File: src/rtl/memory_project_pkg.sv
// Shared memory-path defaults and the readout scan state encoding.
package memory_project_pkg;

  localparam int DEFAULT_ADDRESSBITS = 10;
  localparam int DEFAULT_DATABITS    = 32;

  typedef enum logic [1:0] {
    IDLE,
    WAIT,
    ISSUE,
    DRAIN
  } scan_state_t;

endpackage

File: src/rtl/readout_fifo.sv
// Output buffer for the scanner; pop data is combinational from the head entry.
// Push is dropped only when full without a simultaneous pop; push+pop is legal at any occupancy.
module readout_fifo #(
  parameter int WIDTH = 42,
  parameter int DEPTH = 4
) (
  input  logic                     clock,
  input  logic                     resetN,
  input  logic                     push,
  input  logic [WIDTH-1:0]         pushData,
  input  logic                     pop,
  output logic [WIDTH-1:0]         popData,
  output logic [$clog2(DEPTH):0]   count,
  output logic                     full,
  output logic                     empty
);

  localparam int AW = $clog2(DEPTH);
  localparam int CW = AW + 1;

  logic [WIDTH-1:0] mem [DEPTH];
  logic [AW-1:0]    wrPtr;
  logic [AW-1:0]    rdPtr;
  logic             doPush;
  logic             doPop;

  assign empty   = (count == '0);
  assign full    = (count == CW'(DEPTH));
  assign doPop   = pop && !empty;
  assign doPush  = push && (!full || doPop);
  assign popData = mem[rdPtr];

  always_ff @(posedge clock or negedge resetN) begin
    if (!resetN) begin
      wrPtr <= '0;
      rdPtr <= '0;
      count <= '0;
      for (int i = 0; i < DEPTH; i++) mem[i] <= '0;
    end else begin
      if (doPush) begin
        mem[wrPtr] <= pushData;
        wrPtr      <= wrPtr + AW'(1);
      end
      if (doPop) rdPtr <= rdPtr + AW'(1);
      case ({doPush, doPop})
        2'b10:   count <= count + CW'(1);
        2'b01:   count <= count - CW'(1);
        default: count <= count;
      endcase
    end
  end

endmodule

File: src/rtl/storage_readout_scanner.sv
// Sweeps storage once per startScan and streams non-zero words (ascending address) out valid/ready.
// First beat >= READLATENCY+1 cycles after the first strobe; reads stall on FIFO credit. Option: HIT_COUNT_EN.
module storage_readout_scanner
  import memory_project_pkg::*;
#(
  parameter int ADDRESSBITS = DEFAULT_ADDRESSBITS,
  parameter int DATABITS    = DEFAULT_DATABITS,
  parameter int READLATENCY = 2,
  parameter int OUTDEPTH    = 4
) (
  input  logic                   clock,
  input  logic                   resetN,
  input  logic                   startScan,
  input  logic                   readReady,
  output logic                   memReadEnable,
  output logic [ADDRESSBITS-1:0] memAddress,
  input  logic [DATABITS-1:0]    memData,
  output logic                   outValid,
  input  logic                   outReady,
  output logic [DATABITS-1:0]    outData,
  output logic [ADDRESSBITS-1:0] outAddress,
  output logic                   scanBusy,
  output logic                   scanDone
`ifdef HIT_COUNT_EN
  ,
  output logic [ADDRESSBITS:0]   hitCount
`endif
);

  localparam logic [ADDRESSBITS-1:0] LAST_ADDR = '1;
  localparam int FCW = $clog2(OUTDEPTH) + 1;
  localparam int CW  = $clog2(OUTDEPTH + READLATENCY + 1) + 1;
  localparam int FW  = DATABITS + ADDRESSBITS;

  scan_state_t            state, nextState;
  logic [ADDRESSBITS-1:0] counter;
  logic [READLATENCY-1:0] pipeValid;
  logic [ADDRESSBITS-1:0] pipeAddr [READLATENCY];
  logic                   issue, startAccept, credit, pipeBusy;
  logic                   fifoPush, fifoEmpty, fifoFull;
  logic [FCW-1:0]         fifoCount;
  logic [CW-1:0]          inFlight;
  logic [FW-1:0]          popData;

  // Every read in flight already owns a FIFO slot, so the FIFO can never overflow.
  always_comb begin
    inFlight = '0;
    for (int i = 0; i < READLATENCY; i++) inFlight = inFlight + CW'(pipeValid[i]);
  end

  assign credit      = (CW'(fifoCount) + inFlight + CW'(1)) <= CW'(OUTDEPTH);
  assign pipeBusy    = |pipeValid;
  assign startAccept = (state == IDLE) && startScan;

  always_comb begin
    nextState = state;
    issue     = 1'b0;
    scanDone  = 1'b0;
    unique case (state)
      IDLE:  if (startScan) nextState = WAIT;
      WAIT:  if (readReady) nextState = ISSUE;
      ISSUE: if (readReady && credit) begin
               issue = 1'b1;
               if (counter == LAST_ADDR) nextState = DRAIN;
             end
      DRAIN: if (!pipeBusy && fifoEmpty) begin
               scanDone  = 1'b1;
               nextState = IDLE;
             end
      default: nextState = IDLE;
    endcase
  end

  always_ff @(posedge clock or negedge resetN) begin
    if (!resetN) begin
      state   <= IDLE;
      counter <= '0;
    end else begin
      state <= nextState;
      if (startAccept) counter <= '0;
      else if (issue && counter != LAST_ADDR) counter <= counter + ADDRESSBITS'(1);
    end
  end

  // Address tags travel alongside the storage latency so they meet memData on the landing beat.
  always_ff @(posedge clock or negedge resetN) begin
    if (!resetN) begin
      pipeValid <= '0;
      for (int i = 0; i < READLATENCY; i++) pipeAddr[i] <= '0;
    end else begin
      pipeValid[0] <= issue;
      pipeAddr[0]  <= counter;
      for (int i = 1; i < READLATENCY; i++) begin
        pipeValid[i] <= pipeValid[i-1];
        pipeAddr[i]  <= pipeAddr[i-1];
      end
    end
  end

  assign fifoPush = pipeValid[READLATENCY-1] && (memData != '0);

  readout_fifo #(
    .WIDTH(FW),
    .DEPTH(OUTDEPTH)
  ) u_fifo (
    .clock    (clock),
    .resetN   (resetN),
    .push     (fifoPush),
    .pushData ({memData, pipeAddr[READLATENCY-1]}),
    .pop      (outReady),
    .popData  (popData),
    .count    (fifoCount),
    .full     (fifoFull),
    .empty    (fifoEmpty)
  );

  assert property (@(posedge clock) disable iff (!resetN) !(fifoFull && fifoPush));

  assign memReadEnable         = issue;
  assign memAddress            = counter;
  assign outValid              = !fifoEmpty;
  assign {outData, outAddress} = popData;
  assign scanBusy              = (state != IDLE) && !scanDone;

`ifdef HIT_COUNT_EN
  always_ff @(posedge clock or negedge resetN) begin
    if (!resetN) hitCount <= '0;
    else if (startAccept) hitCount <= '0;
    else if (fifoPush) hitCount <= hitCount + (ADDRESSBITS+1)'(1);
  end
`endif

endmodule

File: config.mk
export PLATFORM = sky130hd
export DESIGN_NAME = storage_readout_scanner
export DESIGN_NICKNAME = d
export VERILOG_FILES = /design/src/rtl/memory_project_pkg.sv /design/src/rtl/readout_fifo.sv /design/src/rtl/storage_readout_scanner.sv
export SDC_FILE = /design/constraint.sdc
export NUM_CORES = 1
export LEC_CHECK = 0
export BUFFER_PORTS_ARGS = -buffer_cell sky130_fd_sc_hd__buf_2
export CAP_MARGIN = 20
export CORE_MARGIN = 5
export CORE_UTILIZATION = 40
export DETAILED_ROUTE_END_ITERATION = 8
export PLACE_DENSITY = 0.56
export SKIP_CTS_REPAIR_TIMING = 1
export SLEW_MARGIN = 20
export SYNTH_ARGS = -nofsm -noshare
export SYNTH_HDL_FRONTEND = slang
export SYNTH_SLANG_ARGS = --single-unit
File: constraint.sdc
create_clock -name clock -period 2.3 [get_ports clock]
set_input_delay 0.115 -clock clock [delete_from_list [all_inputs] [get_ports clock]]
set_output_delay 0.115 -clock clock [all_outputs]
set_load 0.01 [all_outputs]
# --- Word-level counts from Yosys, hierarchy flattened ---
# Cells that the tools add are included.
totals:
  reg_bits: 209
  latch_bits: 0
  mem_bits_rw: 0
  romBits: 0
  input_bits: 37
  out_inout_bits: 56
  elab_cells: 80
  memories: 0
op_classes:
  n_addsub: 8
  multipliers: 0
  div: 0
  order_cmp: 4
  n_eq_ne: 13
  shifts: 0
  mux: 19
  n_bitwise: 2
  n_reduce_logical: 22
ops:
  columns: ["operator", "n"]
  rows:
  - ["$bwmux W168", 1]
  - ["$mux W42", 3]
  - ["$bmux W42 S2", 1]
  - ["$demux W42 S2", 1]
  - ["$reduce_bool A32 Y1", 1]
  - ["$mux W10", 2]
  - ["$add A10 B1 Y10 const B", 1]
  - ["$eq A10 B10 Y1 const B", 1]
  - ["$mux W2", 5]
  - ["$ne A10 B10 Y1 const B", 1]
  - ["$ne A2 B2 Y1 const B", 5]
  - ["$logic_and A1 B1 Y1", 9]
  - ["$pmux W2 S4", 1]
  - ["$eq A2 B2 Y1 const B", 3]
  - ["$ge A3 B3 Y1 const B", 2]
  - ["$not A2 Y3", 2]
  - ["$pmux W3 S2", 1]
  - ["$reduce_bool A2 Y1", 3]
  - ["$reduce_and A5 Y1", 1]
  - ["$add A2 B1 Y2 const B", 2]
  - ["$add A3 B2 Y4", 1]
  - ["$add A4 B1 Y4 const B", 1]
  - ["$eq A2 B1 Y1 const B", 2]
  - ["$le A4 B3 Y1 const B", 1]
  - ["11 further kinds", 17]

# --- Logic depth before layout (Yosys ltp) ---
# Gate-level depths: netlist (run 1).
logic_depth:
  ltp_word: 10
  mapped_depth: 11
  ltp_nobuf: 10

# --- Hierarchy ---
# Synthesis (run 1) repeated with hierarchy kept, for this count alone.
unflattened:
  hier_cells: 584
  hier_area_um2: 9251.4
modules_own_cells:
  columns: ["mod", "n_inst", "cells_each", "area_each_um2", "seq_area_each_um2"]
  rows:
  - ["readout_fifo", 1, 445, 7713.6, 4379.2]
  - ["storage_readout_scanner", 1, 139, 1537.7, 850.8]

# --- Least setup slack after synthesis (run 1) ---
# No wires, ideal clock.
synth_path:
  kind: "register to register"
  startpoint: "reg u_fifo.count[0]"
  endpoint: "reg counter[7] (netlist: memAddress[7])"
  setup_ns: 0.132
  t_arrival_ns: 2.344
  t_required_ns: 2.168
  slack_ns: -0.176
  stages_incl_launch_ff: 12
  n_path_buf: 1
  synth_period_minus_slack_ns: 2.476
  cell_sequence: "dfrtp_1 > inv_1 > ha_1 > inv_1 > ha_1 > fa_1 > nor2_1 > o2111ai_1 > buf_2 > nor4_1 > xnor2_1 > nor2_1"
synth_via:
  elab_chain_cells: 8
synth_rtl:
  columns: ["element", "line_no", "text"]
  rows:
  - ["start, declared", "readout_fifo.sv:13", "output logic [$clog2(DEPTH):0] count,"]
  - ["start signal, assigned", "readout_fifo.sv:46", "2'b10: count <= count + CW'(1);"]
  - ["start signal, assigned", "readout_fifo.sv:47", "2'b01: count <= count - CW'(1);"]
  - ["start signal, assigned", "readout_fifo.sv:48", "default: count <= count;"]
  - ["$add A3 B2 Y4", "storage_readout_scanner.sv:51", "assign credit = (CW'(fifoCount) + inFlight + CW'(1)) <= CW'(OUTDEPTH);"]
  - ["$add A4 B1 Y4", "storage_readout_scanner.sv:51", null]
  - ["$le A4 B3 Y1", "storage_readout_scanner.sv:51", null]
  - ["$logic_and A1 B1 Y1", "storage_readout_scanner.sv:62", "ISSUE: if (readReady && credit) begin"]
  - ["$mux W1", "storage_readout_scanner.sv:62", null]
  - ["$mux W1", "storage_readout_scanner.sv:59", "unique case (state)"]
  - ["$logic_and A1 B1 Y1", "storage_readout_scanner.sv:81", "else if (issue && counter != LAST_ADDR) counter <= counter + ADDRESSBITS'(1);"]
  - ["$reduce_bool A2 Y1 (no source line)", null, null]
  - ["end signal, assigned", "storage_readout_scanner.sv:81", null]
  - ["end, declared", "storage_readout_scanner.sv:36", "logic [ADDRESSBITS-1:0] counter;"]
# No other way between the ends.
# A chain may end at the register's enable or synchronous reset.

# --- Worst setup path after layout (run 1) ---
layout_path:
  startpoint: "reg u_fifo.count[0]"
  endpoint: "out memReadEnable"
layout_via:
  elab_chain_cells: 6
layout_rtl:
  columns: ["element", "line_no", "text"]
  rows:
  - ["$add A3 B2 Y4", "storage_readout_scanner.sv:51", null]
  - ["$add A4 B1 Y4", "storage_readout_scanner.sv:51", null]
  - ["$le A4 B3 Y1", "storage_readout_scanner.sv:51", null]
  - ["$logic_and A1 B1 Y1", "storage_readout_scanner.sv:62", null]
  - ["$mux W1", "storage_readout_scanner.sv:62", null]
  - ["$mux W1", "storage_readout_scanner.sv:59", null]
  - ["end, declared", "storage_readout_scanner.sv:15", "output logic memReadEnable,"]
# No other way between the ends.

==> results of run 1 <==
critical path, delay by kind of cell (launching register included):
family                     cells  cell delay, ns
buffers and inverters          5            0.39
DFF                            1            0.37
AOI/OAI and AO/OA              1            0.18
adders and majority gates      3            0.94
and+or+nand+nor                1            0.04
final cells by class:
| cell class | instances | area, µm² | area share [%] |
|---|---|---|---|
| sequential | 209 | 5240 | 46.0 |
| multi-input combinational | 313 | 3760 | 33.0 |
| timing repair buffer | 157 | 1230 | 10.8 |
| clock buffer | 34 | 667 | 5.86 |
| tap | 285 | 357 | 3.13 |
| clock inverter | 8 | 71.3 | 0.627 |
| inverter | 15 | 56.3 | 0.495 |
logic make-up after synthesis:
family                     Yosys count  share of synthesized area, %
AOI/OAI and AO/OA                   12                          1.09
DFF                                209                          57.1
buffers and inverters               43                          3.14
muxes                              211                          31.1
adders and majority gates           16                          2.35
xor gates and xnor gates            16                          1.53
and+or+nand+nor                     58                          3.65
Yosys cell counts:
| master | number |
|---|---|
| sky130_fd_sc_hd__nand4b_1 | 1 |
| sky130_fd_sc_hd__nand2_1 | 8 |
| sky130_fd_sc_hd__inv_1 | 15 |
| sky130_fd_sc_hd__nor3_1 | 2 |
| sky130_fd_sc_hd__nor4b_1 | 1 |
| sky130_fd_sc_hd__and4_1 | 1 |
| sky130_fd_sc_hd__o2111ai_1 | 1 |
| sky130_fd_sc_hd__o31ai_1 | 1 |
| sky130_fd_sc_hd__clkbuf_1 | 5 |
| sky130_fd_sc_hd__mux4_2 | 42 |
| sky130_fd_sc_hd__nand2_4 | 4 |
| sky130_fd_sc_hd__xnor2_1 | 14 |
| sky130_fd_sc_hd__nor3b_1 | 1 |
| sky130_fd_sc_hd__buf_6 | 16 |
| sky130_fd_sc_hd__and4_4 | 1 |
| sky130_fd_sc_hd__o32a_1 | 1 |
| sky130_fd_sc_hd__a21oi_4 | 1 |
| sky130_fd_sc_hd__buf_2 | 5 |
| sky130_fd_sc_hd__nand3_1 | 5 |
| sky130_fd_sc_hd__and3_1 | 1 |
| sky130_fd_sc_hd__xor2_1 | 2 |
| sky130_fd_sc_hd__or3_1 | 1 |
| sky130_fd_sc_hd__o221ai_1 | 1 |
| sky130_fd_sc_hd__o21ai_0 | 3 |
| sky130_fd_sc_hd__a21boi_0 | 1 |
| sky130_fd_sc_hd__dfrtp_1 | 209 |
| sky130_fd_sc_hd__nor4_1 | 13 |
| sky130_fd_sc_hd__a21oi_1 | 2 |
| sky130_fd_sc_hd__nor2_1 | 15 |
| sky130_fd_sc_hd__and2_1 | 2 |
| sky130_fd_sc_hd__buf_1 | 2 |
| sky130_fd_sc_hd__ha_1 | 14 |
| sky130_fd_sc_hd__mux2_1 | 28 |
| sky130_fd_sc_hd__nor3_2 | 1 |
| sky130_fd_sc_hd__nand4_1 | 1 |
| sky130_fd_sc_hd__mux2_2 | 141 |
| sky130_fd_sc_hd__o41ai_2 | 1 |
| sky130_fd_sc_hd__fa_1 | 2 |
registers in the layout, indices dropped and copies added, names as in the netlist:
name,flops
u_fifo.mem,168
pipeAddr,20
memAddress,10
u_fifo.count,3
pipeValid,2
state,2
u_fifo.rdPtr,2
u_fifo.wrPtr,2
power breakdown:
group	switching, mW	internal, mW	total (mW)
clock	1.43	2.12	3.55
combinational	2.13	2.74	4.87
sequential	0.654	4.81	5.46
total	4.21	9.67	13.9
metal layers:
metal	wire [µm]	GRT usage, %	vias to the layer above
met1	8960	21.0	2784
li1	-	-	2383
met5	0	0	-
met4	320	3.53	0
met3	775	2.65	25
met2	9770	26.3	86
stage by stage:
step | util [%] | hold slack, ns | area (µm²)
after floorplan | - | -0.181 | 9260
after global placement | 45.3 | 0.107 | 10200
after detailed placement | 45.3 | 0.118 | 10200
after CTS | 48.6 | -0.418 | 11000
after global routing | 50.4 | 0.0317 | 11400
final | 50.4 | 0.0318 | 11400
final timing paths:
kind	start	cells after the start	endpoint
max in group asynchronous	resetN	3	memAddress[7]$_DFFE_PN0P_
worst max-delay path	u_fifo.count[0]$_DFFE_PN0P_	10	memReadEnable
min in group asynchronous	resetN	2	u_fifo.mem[64]$_DFFE_PN0P_
worst min register to register	pipeAddr[19]$_DFF_PN0_	0	pipeAddr[9]$_DFF_PN0_
worst min-delay path	outReady	3	u_fifo.rdPtr[0]$_DFFE_PN0P_
worst max register to register	pipeValid[0]$_DFF_PN0_	12	memAddress[9]$_DFFE_PN0P_
==> results by group, run 1 <==
CTS
  • Root buf cell: sky130_fd_sc_hd__clkbuf_16
  • Clock net sink count: between 200 and 250
  • TritonCTS clock tree: yes
  • CTS buffer count: 23
  • Clock tree buffer depth: 3
  • Worst-skew pair later-pin latency: 0.51 ns
  • Htree depth: 1
  • Clk pin slew, worst setup/hold paths: roughly 0.060 ns

STA
  • Final Setup Violations: 11
  • RSZ-0062 raised after global routing: yes
  • Final worst-path setup slack: -0.222 ns
  • Slew @ Worst Pin: approximately 0.49 ns
  • Post-route fraction of the period consumed by the critical path: 110%
  • Shortest clock period the worst path allows after layout: roughly 2.5 ns
  • Tightest slew margin relative to the limit: about 67%
  • Setup clock skew after layout: roughly 0.012 ns
  • TNS Setup: -1.40 ns
  • Max Transition Viols Final: 0
  • Number of endpoints with negative hold slack in the final report: 0
  • Max Freq: about 400 MHz

Detailed routing
  • DRC violation total after the first TritonRoute iteration: approximately 200
  • Via density: between 5 and 6
  • DRC Markers: 0
  • Final Routed Wirelength: approximately 20000 µm
  • DRT antenna net count: 0
  • Avg WL per Cell: just under 20 µm
  • Length of the first detailed-routing pass in iterations: 4
  • Routed via count: between 5000 and 6000

Setup path
  • Arrival time at the worst endpoint: around 2.4 ns
  • Required time of the worst setup path: 2.18 ns
  • Crit path launch type: register
  • Cell Chain, Critical Path: inv_2, ha_4, inv_2, ha_4, fa_2, nor2_2, o2111ai_1, buf_4, inv_2, buf_6
  • Largest stage delay, worst path: around 0.53 ns
  • Worst setup slack for register-to-register paths: -0.22 ns
  • Max stage delay cell, worst path: sky130_fd_sc_hd__fa_2
  • Critical Setup Path Class: register to output pin
  • Crit end category: output pin
  • Critical Path Most Common Cell: sky130_fd_sc_hd__inv_2
  • Maximum fanout count along the critical path: 2

Outcome
  • Result of the run: complete, but fails checks
  • Violated checks: negative setup slack

Flow run
  • Max-capacitance violation count: 0

Global routing
  • Total routing resource utilization after global routing: 15.5%
  • Number of antenna violations at the first check in global routing: 0
  • Total gr overflow: 0
  • Number of global-route vias before repair: 5914
  • Global-route wire length before repair: roughly 32000 µm
  • Pin count of the biggest net entering global routing: approximately 60

Yosys
  • Syn Inst Count: ~570
  • Synth Area per Inst: 16.2 µm²
  • #FFs+latches synth: approximately 210
  • Fraction of post-synthesis cell area in the top cell type by area: approximately 57%
  • Cell taking the most area after synthesis: sky130_fd_sc_hd__dfrtp_1
  • Ys Warns: 0
  • Net count of the mapped netlist: roughly 620
  • Number of unique standard cell types used by synthesis: 38
  • Sequential fraction of the synthesis area: 57.1%
  • Top cells by area, synth: sky130_fd_sc_hd__dfrtp_1, sky130_fd_sc_hd__mux2_2, sky130_fd_sc_hd__mux4_2
  • Mapped Area: 9160 µm²

Placed design
  • DP HPWL: 13100 µm
  • IO Port Bufs: 92
  • Placer congestion estimate: 0.782
  • Post-placement setup slack: -0.117 ns
  • Post-Place Cells: around 940

Die
  • # IOs: 93
  • Die Span Y: around 160 µm
  • Starting density of the core: approximately two fifths
  • Num rows: 55
  • Die boundary width: approximately 160 µm
  • Core box area: between 20000 and 25000 µm²
  • Die area: 26000 µm²

Pwr
  • Static leakage: around 5.5 nW
  • Power, Total: 13.9 mW
  • Power density normalized to cell area: approximately 1200 nW/µm²
  • Highest ir drop seen on vdd: about 600 µV

Min path
  • Kind of path behind the tightest hold check: input port to register

Final layout
  • Synth-to-layout area growth: 24.2%
  • Filler Cells Inserted: 1922
  • Antenna cells: 0
  • Finished Layout Cells: about 1000
  • Fin nets: a little under 800
  • Most common cell after layout, fill and taps aside: sky130_fd_sc_hd__dfrtp_1
  • Share of cells above drive strength 1: around 50%
  • Leading cell types in the layout, fill and taps excluded: sky130_fd_sc_hd__dfrtp_1, sky130_fd_sc_hd__mux2_2, sky130_fd_sc_hd__buf_2
Note: power is estimated with default switching activity, not from simulation.
==> run 2: changes to the inputs <==
Settings changed: MAX_ROUTING_LAYER set to met4, PLACE_DENSITY 0.56 to 0.54.
Clock period 2.3 ns to 3.22 ns, I/O delays scaled along.
==> run 2 against run 1 <==
  * The run now ends clean
  * Setup slack gained 0.46 ns
  * Via count decreased by 1.1%
  * Global-route usage up 0.36 points
  * Critical path depth down 1
  * Largest power group unchanged
  * Highest routed layer unchanged
==> results by group, run 2 (same netlist as run 1, synthesis figures left out) <==
Outcome
  • Result of the run: finished, final reports clean

Final layout
  • Area of the multi-input gates: about 3600 µm²
  • Antenna cells: 0
  • Register name with the most flops: u_fifo.mem
  • Leading cell types in the layout, fill and taps excluded: sky130_fd_sc_hd__dfrtp_1, sky130_fd_sc_hd__mux2_2, sky130_fd_sc_hd__buf_2
  • Post-route core utilization: about 49%
  • Fin nets: 749
  • Most common cell after layout, fill and taps aside: sky130_fd_sc_hd__dfrtp_1
  • Number of flip-flops under the largest register name: between 150 and 200
  • Synth-to-layout area growth: 19.8%
  • Share of cells above drive strength 1: 45.6%
  • Sequential cell area in the final layout: between 5000 and 6000 µm²
  • Filler Cells Inserted: between 1500 and 2000

Setup path
  • Cell Chain, Critical Path: inv_1, ha_1, inv_1, ha_1, fa_1, nor2_1, o2111ai_2, inv_1, buf_2
  • Critical Path Most Common Cell: sky130_fd_sc_hd__inv_1
  • Largest stage delay, worst path: roughly 0.48 ns
  • Arrival time at the worst endpoint: about 2.8 ns
  • Max stage delay cell, worst path: sky130_fd_sc_hd__fa_1
  • Maximum fanout count along the critical path: 11
  • Crit path launch type: register
  • Required time of the worst setup path: 3.06 ns
  • Critical Setup Path Class: register to output pin
  • Crit end category: output pin

CTS
  • TritonCTS clock tree: yes
  • Htree depth: 1
  • Clock tree buffer depth: 3
  • CTS buffer count: 24
  • Clk pin slew, worst setup/hold paths: approximately 0.06 ns
  • Worst-skew pair later-pin latency: 0.51 ns
  • Clock net sink count: roughly 210
  • Root buf cell: sky130_fd_sc_hd__clkbuf_16

Placed design
  • Placer congestion estimate: 0.766
  • DP HPWL: between 10000 and 15000 µm
  • IO Port Bufs: 92

STA
  • Slew @ Worst Pin: approximately 0.79 ns
  • Max Transition Viols Final: 0
  • Tightest slew margin relative to the limit: a little under half
  • TNS Setup: 0 ns
  • Number of endpoints with negative hold slack in the final report: 0
  • Final Setup Violations: 0
  • Shortest clock period the worst path allows after layout: 2.98 ns
  • RSZ-0062 raised after global routing: no
  • Max Freq: ~340 MHz
  • Post-route fraction of the period consumed by the critical path: between 90% and 100%
  • Setup clock skew after layout: approximately 0.008 ns

Die
  • Starting density of the core: 40.6%
  • Die boundary width: about 160 µm
  • # IOs: just over 90
  • Die area: 26000 µm²
  • Die Span Y: 161 µm
  • Num rows: 55
  • Core box area: between 20000 and 25000 µm²

Global routing
  • Pin count of the biggest net entering global routing: 94
  • Number of global-route vias before repair: between 5000 and 6000
  • Number of antenna violations at the first check in global routing: 0
  • Global-route wire length before repair: approximately 32000 µm
  • Total routing resource utilization after global routing: approximately 16%
  • Total gr overflow: 0

Pwr
  • Share of total power in the clock network: between 20% and 30%
  • Reported net switching power: just under 3 mW
  • Total internal power: 6.77 mW
  • Logic gate share of total power: 32.4%
  • Reg power frac: 40.8%
  • Switching portion of total power: a little under a third
  • Static leakage: around 5.3 nW
  • Power density normalized to cell area: between 800 and 900 nW/µm²
  • Highest ir drop seen on vdd: roughly 330 µV

Flow run
  • Max-capacitance violation count: 0

Detailed routing
  • DRC violation total after the first TritonRoute iteration: between 100 and 150
  • DRC Markers: 0
  • Routed via count: ~5200
  • Length of the first detailed-routing pass in iterations: 4
  • DRT antenna net count: 0
  • Final Routed Wirelength: slightly below 20000 µm
  • Avg WL per Cell: 19.6 µm
  • Via density: around 5.2

Min path
  • Kind of path behind the tightest hold check: input port to register
## run 2: area by class of cell
type,instances,share of cell area [%]
Timing Repair Buffer,133,8.41
Multi-Input combinational cell,313,33.2
Clock buffer,40,6.58
Inverter,15,0.513
Tap cell,285,3.25
Sequential cell,209,47.7
Clock inverter,1,0.274
## run 2: routing by layer
metal,vias up,global-route usage [%],share of wire (%),wire [µm]
met3,34,2.76,3.5,693
met5,-,-,0,0
met1,2747,19.8,45,8740
li1,2341,-,-,-
met2,96,26.6,49,9630
met4,0,4.65,2.5,490
## run 2: final timing paths
check	cells past startpoint	endpoint	start	slack (ns)
hold / removal	3	u_fifo.rdPtr[0]$_DFFE_PN0P_	outReady	0.06
setup reg to reg	10	memAddress[8]$_DFFE_PN0P_	u_fifo.count[0]$_DFFE_PN0P_	0.42
max in group asynchronous	3	u_fifo.mem[31]$_DFFE_PN0P_	resetN	2.06
hold reg to reg	0	pipeAddr[6]$_DFF_PN0_	pipeAddr[16]$_DFF_PN0_	0.35
setup / recovery	9	memReadEnable	u_fifo.count[0]$_DFFE_PN0P_	0.24
min in group asynchronous	2	u_fifo.mem[155]$_DFFE_PN0P_	resetN	0.29
## run 2: critical path: cells and delay by family (launching register included)
kind | cells | cell delay [ns]
DFF | 1 | 0.42
buffers and inverters | 4 | 0.41
adders and majority gates | 3 | 0.95
AOI/OAI and AO/OA | 1 | 0.47
and+or+nand+nor | 1 | 0.06
## run 2: power by group through the flow
stage	registers, mW	logic (mW)	clock network, mW
6_report	3.95	3.14	2.60
3_5_place_dp	4.00	3.17	0
3_3_place_gp	3.93	3.08	0
4_1_cts	3.96	3.18	2.68
2_1_floorplan	3.75	2.36	0
5_1_grt	4.05	3.45	2.79
## run 2: stage by stage
stage	power, mW	setup WS, ns	std cells	area, µm²	hold slack, ns
detailed placement	7.17	0.285	922	9880	0.294
finish	9.69	0.241	996	11000	0.0645
global route	10.3	0.0457	996	11000	0.0846
global placement	7.01	0.426	922	9880	0.287
floorplan	6.11	0.744	565	9160	-0.135
CTS	9.82	-0.0739	963	10600	-0.247
